==> config.mk <==
export PLATFORM = sky130hd
export DESIGN_NAME = rsa_arbiter
export DESIGN_NICKNAME = d
export VERILOG_FILES = /design/src/rtl/rsa_arbiter.sv
export SDC_FILE = /design/constraint.sdc
export NUM_CORES = 1
export LEC_CHECK = 0
export ABC_CLOCK_PERIOD_IN_PS = 2580
export CAP_MARGIN = 5
export CORE_AREA = 4 4 73 89
export CTS_BUF_LIST = sky130_fd_sc_hd__clkbuf_8
export CTS_CLUSTER_SIZE = 12
export DETAILED_ROUTE_END_ITERATION = 6
export DIE_AREA = 0 0 77 93
export GPL_TIMING_DRIVEN = 0
export HOLD_SLACK_MARGIN = 0.1
export PLACE_DENSITY = 0.81
export SYNTH_ARGS = -nofsm -noshare
export SYNTH_HDL_FRONTEND = slang
export SYNTH_SLANG_ARGS = --single-unit
==> constraint.sdc <==
create_clock -name clk -period 2.58 [get_ports clk]
set_clock_uncertainty 0.2 [all_clocks]
set_input_delay 0.516 -clock clk [delete_from_list [all_inputs] [get_ports clk]]
set_output_delay 0.516 -clock clk [all_outputs]
set_load 0.01 [all_outputs]
==> src/rtl/rsa_arbiter.sv <==
// rsa_arbiter: round-robin scheduler sharing one RSA modexp core among NREQ requesters.
// Optional RUN watchdog is compiled in when RSA_ARB_TIMEOUT_EN is defined.
module rsa_arbiter #(
  parameter int unsigned NREQ       = 4,
  parameter int unsigned W          = 6,
  parameter int unsigned TMO_CYCLES = 128
) (
  input  logic              clk,
  input  logic              reset,
  input  logic [NREQ-1:0]   req,
  input  logic [NREQ*W-1:0] data_in,
  input  logic [NREQ*W-1:0] key_in,
  input  logic [NREQ*W-1:0] n_in,
  output logic [NREQ-1:0]   gnt,
  output logic [NREQ-1:0]   rsp_valid,
  output logic [W-1:0]      rsp_result,
  output logic              rsp_err,
  output logic              busy,
  output logic              core_reset,
  output logic [W-1:0]      core_data,
  output logic [W-1:0]      core_key,
  output logic [W-1:0]      core_n,
  input  logic [W-1:0]      core_result,
  input  logic              core_done
);

  localparam int unsigned PW = $clog2(NREQ);

  typedef enum logic [1:0] {
    S_IDLE = 2'd0,
    S_LOAD = 2'd1,
    S_RUN  = 2'd2,
    S_RESP = 2'd3
  } state_t;

  if (NREQ < 2 || NREQ > 8 || TMO_CYCLES < 1) begin : g_param_chk
    $error("rsa_arbiter: parameter out of range");
  end

  state_t          r_state;
  logic [PW-1:0]   r_ptr;
  logic [NREQ-1:0] r_owner_oh;
  logic            r_first;
  logic [PW-1:0]   w_pick;
  logic            w_pick_vld;
  logic [NREQ-1:0] w_pick_oh;

`ifdef RSA_ARB_TIMEOUT_EN
  localparam int unsigned CW = ($clog2(TMO_CYCLES + 1) > 8) ? $clog2(TMO_CYCLES + 1) : 8;
  logic [CW-1:0] r_cnt;
  logic          w_tmo;
  assign w_tmo = (r_cnt == CW'(TMO_CYCLES - 1));
`else
  assign rsp_err = 1'b0;
`endif

  // First requester at or after ptr+1, wrapping modulo NREQ.
  always_comb begin
    w_pick_vld = 1'b0;
    w_pick     = r_ptr;
    for (int unsigned k = 1; k <= NREQ; k++) begin
      if (!w_pick_vld && req[PW'((32'(r_ptr) + k) % NREQ)]) begin
        w_pick_vld = 1'b1;
        w_pick     = PW'((32'(r_ptr) + k) % NREQ);
      end
    end
  end

  assign w_pick_oh = {{(NREQ-1){1'b0}}, 1'b1} << w_pick;

  always_ff @(posedge clk or negedge reset) begin
    if (!reset) begin
      r_state    <= S_IDLE;
      r_ptr      <= PW'(NREQ - 1);
      r_owner_oh <= '0;
      r_first    <= 1'b0;
      gnt        <= '0;
      rsp_valid  <= '0;
      rsp_result <= '0;
      busy       <= 1'b0;
      core_reset <= 1'b1;
      core_data  <= '0;
      core_key   <= '0;
      core_n     <= '0;
`ifdef RSA_ARB_TIMEOUT_EN
      rsp_err    <= 1'b0;
      r_cnt      <= '0;
`endif
    end else begin
      gnt       <= '0;
      rsp_valid <= '0;
      case (r_state)
        S_IDLE: begin
          if (w_pick_vld) begin
            core_data  <= data_in[32'(w_pick) * W +: W];
            core_key   <= key_in[32'(w_pick) * W +: W];
            core_n     <= n_in[32'(w_pick) * W +: W];
            r_ptr      <= w_pick;
            r_owner_oh <= w_pick_oh;
            gnt        <= w_pick_oh;
            busy       <= 1'b1;
            r_state    <= S_LOAD;
          end
        end
        S_LOAD: begin
          core_reset <= 1'b0;
          r_first    <= 1'b1;
          r_state    <= S_RUN;
`ifdef RSA_ARB_TIMEOUT_EN
          r_cnt      <= '0;
`endif
        end
        S_RUN: begin
          // Done may be stale on the first cycle out of core reset.
          r_first <= 1'b0;
          if (!r_first && core_done) begin
            rsp_result <= core_result;
            rsp_valid  <= r_owner_oh;
            core_reset <= 1'b1;
            r_state    <= S_RESP;
`ifdef RSA_ARB_TIMEOUT_EN
            rsp_err    <= 1'b0;
          end else if (w_tmo) begin
            rsp_result <= '0;
            rsp_err    <= 1'b1;
            rsp_valid  <= r_owner_oh;
            core_reset <= 1'b1;
            r_state    <= S_RESP;
          end else begin
            r_cnt <= r_cnt + CW'(1);
`endif
          end
        end
        S_RESP: begin
          busy    <= 1'b0;
          r_state <= S_IDLE;
        end
        default: r_state <= S_IDLE;
      endcase
    end
  end

endmodule

==> impl_metrics.tcl <==
set metrics [dict create \
    power_density_mw_per_mm2 993.2 \
    vias 2024 \
    antenna_found_initial 0 \
    die_w_um 77 \
    worstPathRequired_ns 2.55 \
    post-place-ws_ns -0.1696 \
    die_h_um 93 \
    grt_max_degree 35 \
    synth_top_area_cell "dfrtp_1" \
    max-clock-path-buffers 2 \
    post-route-min-period_ns 2.414 \
    clock_latency_ns 0.29 \
    cp-end-kind "flip-flop" \
    synth-edff-count 0 \
    fin_ws_ns 0.1658 \
    firstDrtPassIters 4 \
    syn_area_per_cell_um2 10.93 \
    dr.first_iter.drc_count 66 \
    synthMuxAreaShare_pct 19.51 \
    postCtsSetupRepairBufs 0 \
    critical_path_class "in -> reg" \
    track_usage_pct 16.88 \
    synth.top_cells.by_count "40 x dfrtp_1, 36 x mux2i_1, 26 x nand2_1, 18 x o221ai_1" \
    yosys.area_share.simple_pct 11.73 \
    synthAdderAreaFrac_pct 2.223 \
    syn_inst 206 \
    synth_top_area_share_pct 44.47 \
    synthFlopType "dfrtp_1" \
    outcome "finished clean" \
    placed_area_mm2 0.003517 \
    ys_warn_count 0 \
    fmax_ghz 0.4142 \
    root_buffer "clkbuf_8" \
    num_io_pins 120 \
    start_util_pct 40.25 \
    fin_nets 421 \
    hold_path.class "reg -> reg" \
    synth_area_leaders "dfrtp_1 44%, mux2i_1 16%, o221ai_1 7.0%, nand2_1 4.3%, dfstp_2 3.5%" \
    area_growth_pct 60.70 \
    syn-num-nets 295 \
    place_inst 388 \
    maxCapViolCount 0 \
    cp_data_arrival_time_ns 2.38 \
    whs_ns 0.2784 \
    antenna-diode-count 0 \
    layout-drive-gt1-share_pct 11.11 \
    fin_util_pct 64.68 \
    start_kind "input port" \
    p_leak_nw 1.614 \
    synthXorXnorAreaFrac_pct 0 \
    rsz0062_at_grt "no" \
    yosysMostFrequentCell "dfrtp_1" \
    cts_made_buffers 5 \
    async_flop_share_pct 100.0 \
    synth_top_family_by_area "multiplexers" \
    yosysSeqAreaShare_pct 47.97 \
    ys_types 32 \
    synth_compound_area_share_pct 12.84 \
    ant_nets 0 \
    place_congestion 0.8119 \
    viasPerCell 5.098 \
    final_max_slew_viol_count 0 \
    final_cell_count_no_fill 397 \
    coreArea_mm2 0.005593 \
    syn_area_mm2 0.002251 \
    wl_um 6109 \
    cts.sinks 43 \
    cts_tree "done" \
    finalHoldViolations 0 \
    cp_max_fo 10 \
    total_power_mw 3.593 \
    rows 30 \
    place_hpwl_um 4895 \
    finalSetupTns_ns 0 \
    htree_levels 2 \
    drc 0 \
    die-area_mm2 0.007161 \
    irDropWorstVdd_v 0.0005216 \
    setup-violations-final 0 \
    clk_pin_slew_ns 0.09 \
    fin_area_mm2 0.003617 \
    synth-seq-cells 43 \
    grt_pass1_vias 2005 \
    port_buffers 117 \
    grt_pass1_wl_um 9680 \
    timing.final.crit_share_pct 93.57 \
    grt_overflow 0 \
    post_drt_wl_per_cell_um 15.39 \
]
[state kept, by name, indices dropped and copies added, names as in the netlist]
register and count:
core_key 6, busy 1, rsp_valid 4, core_data 6, core_n 6, r_owner_oh 4, gnt 4, rsp_result 6
r_state 2, core_reset 1, r_ptr 2, r_first 1
[metal layers]
layer  wire [µm]  up-vias  global-route usage, %
met4         131        0                  6.528
met5           0        -                      0
met1        2485      929                  20.41
li1            -      990                      -
met2        2941       93                  28.20
met3         550       12                  5.202
[final cells by class]
| type | instances | area, µm² |
|---|---|---|
| Buffer | 15 | 100.1 |
| Clock buffer | 5 | 68.82 |
| Clock inverter | 3 | 20.02 |
| Fill cell | 466 | 1976 |
| Inverter | 7 | 26.28 |
| Multi-Input combinational cell | 141 | 1046 |
| Sequential cell | 43 | 1080 |
| Tap cell | 64 | 80.08 |
| Timing Repair Buffer | 119 | 1196 |
[worst max-delay path: stages]
cell,delay [ns]
clkdlybuf4s50_1,0.49
or4_4,0.59
and2_1,0.21
nand3_1,0.15
buf_2,0.26
o221ai_1,0.16
[cells in the final DEF, fill, tap and decap left out, drive strengths merged, types with 2 or more instances in the layout]
cell type | synthesis | layout
a21o | 2 | 2
a21oi | 8 | 8
and2 | 5 | 5
buf | 12 | 14
clkbuf | 3 | 8
clkdlybuf4s50 | 0 | 116
clkinvlp | 0 | 2
dfrtp | 40 | 40
dfstp | 3 | 3
ha | 4 | 4
inv | 7 | 7
mux2 | 7 | 7
mux2i | 36 | 36
nand2 | 26 | 26
nand2b | 5 | 5
nand3b | 2 | 2
nor2 | 9 | 9
nor3 | 2 | 2
o21ai | 7 | 7
o221ai | 18 | 18
[worst paths after layout]
check                           cells past startpoint  slack, ns           from             to
max in group asynchronous                           3       1.25          reset     core_reset
worst min register to register                      1       0.28  r_owner_oh[1]  r_owner_oh[1]
worst min-delay path                                1       0.28  r_owner_oh[1]  r_owner_oh[1]
min in group asynchronous                           2       0.42          reset         gnt[2]
worst max register to register                      7       0.19       r_ptr[1]      core_n[0]
worst max-delay path                                6       0.17         req[2]   core_data[3]
[what timing repair did]
item                                    4_1_cts  5_1_grt
hold buffers                                  1        0
endpoints found under the setup margin        0        2
resized for setup                             0        2
endpoints found under the hold margin         8        0
[power by group]
group	switching (mW)	internal [mW]	leakage (nW)
Combinational	0.969	1.08	1.04
Sequential	0.141	0.978	0.534
Clock	0.242	0.189	0.0402
[cells by family after synthesis]
kind of cell	after synthesis
DFF	43
muxes	43
and+or+nand+nor	54
adders and majority gates	4
AOI/OAI and AO/OA	39
buffers and inverters	22
other	1
(Power assumes the default switching activity.)
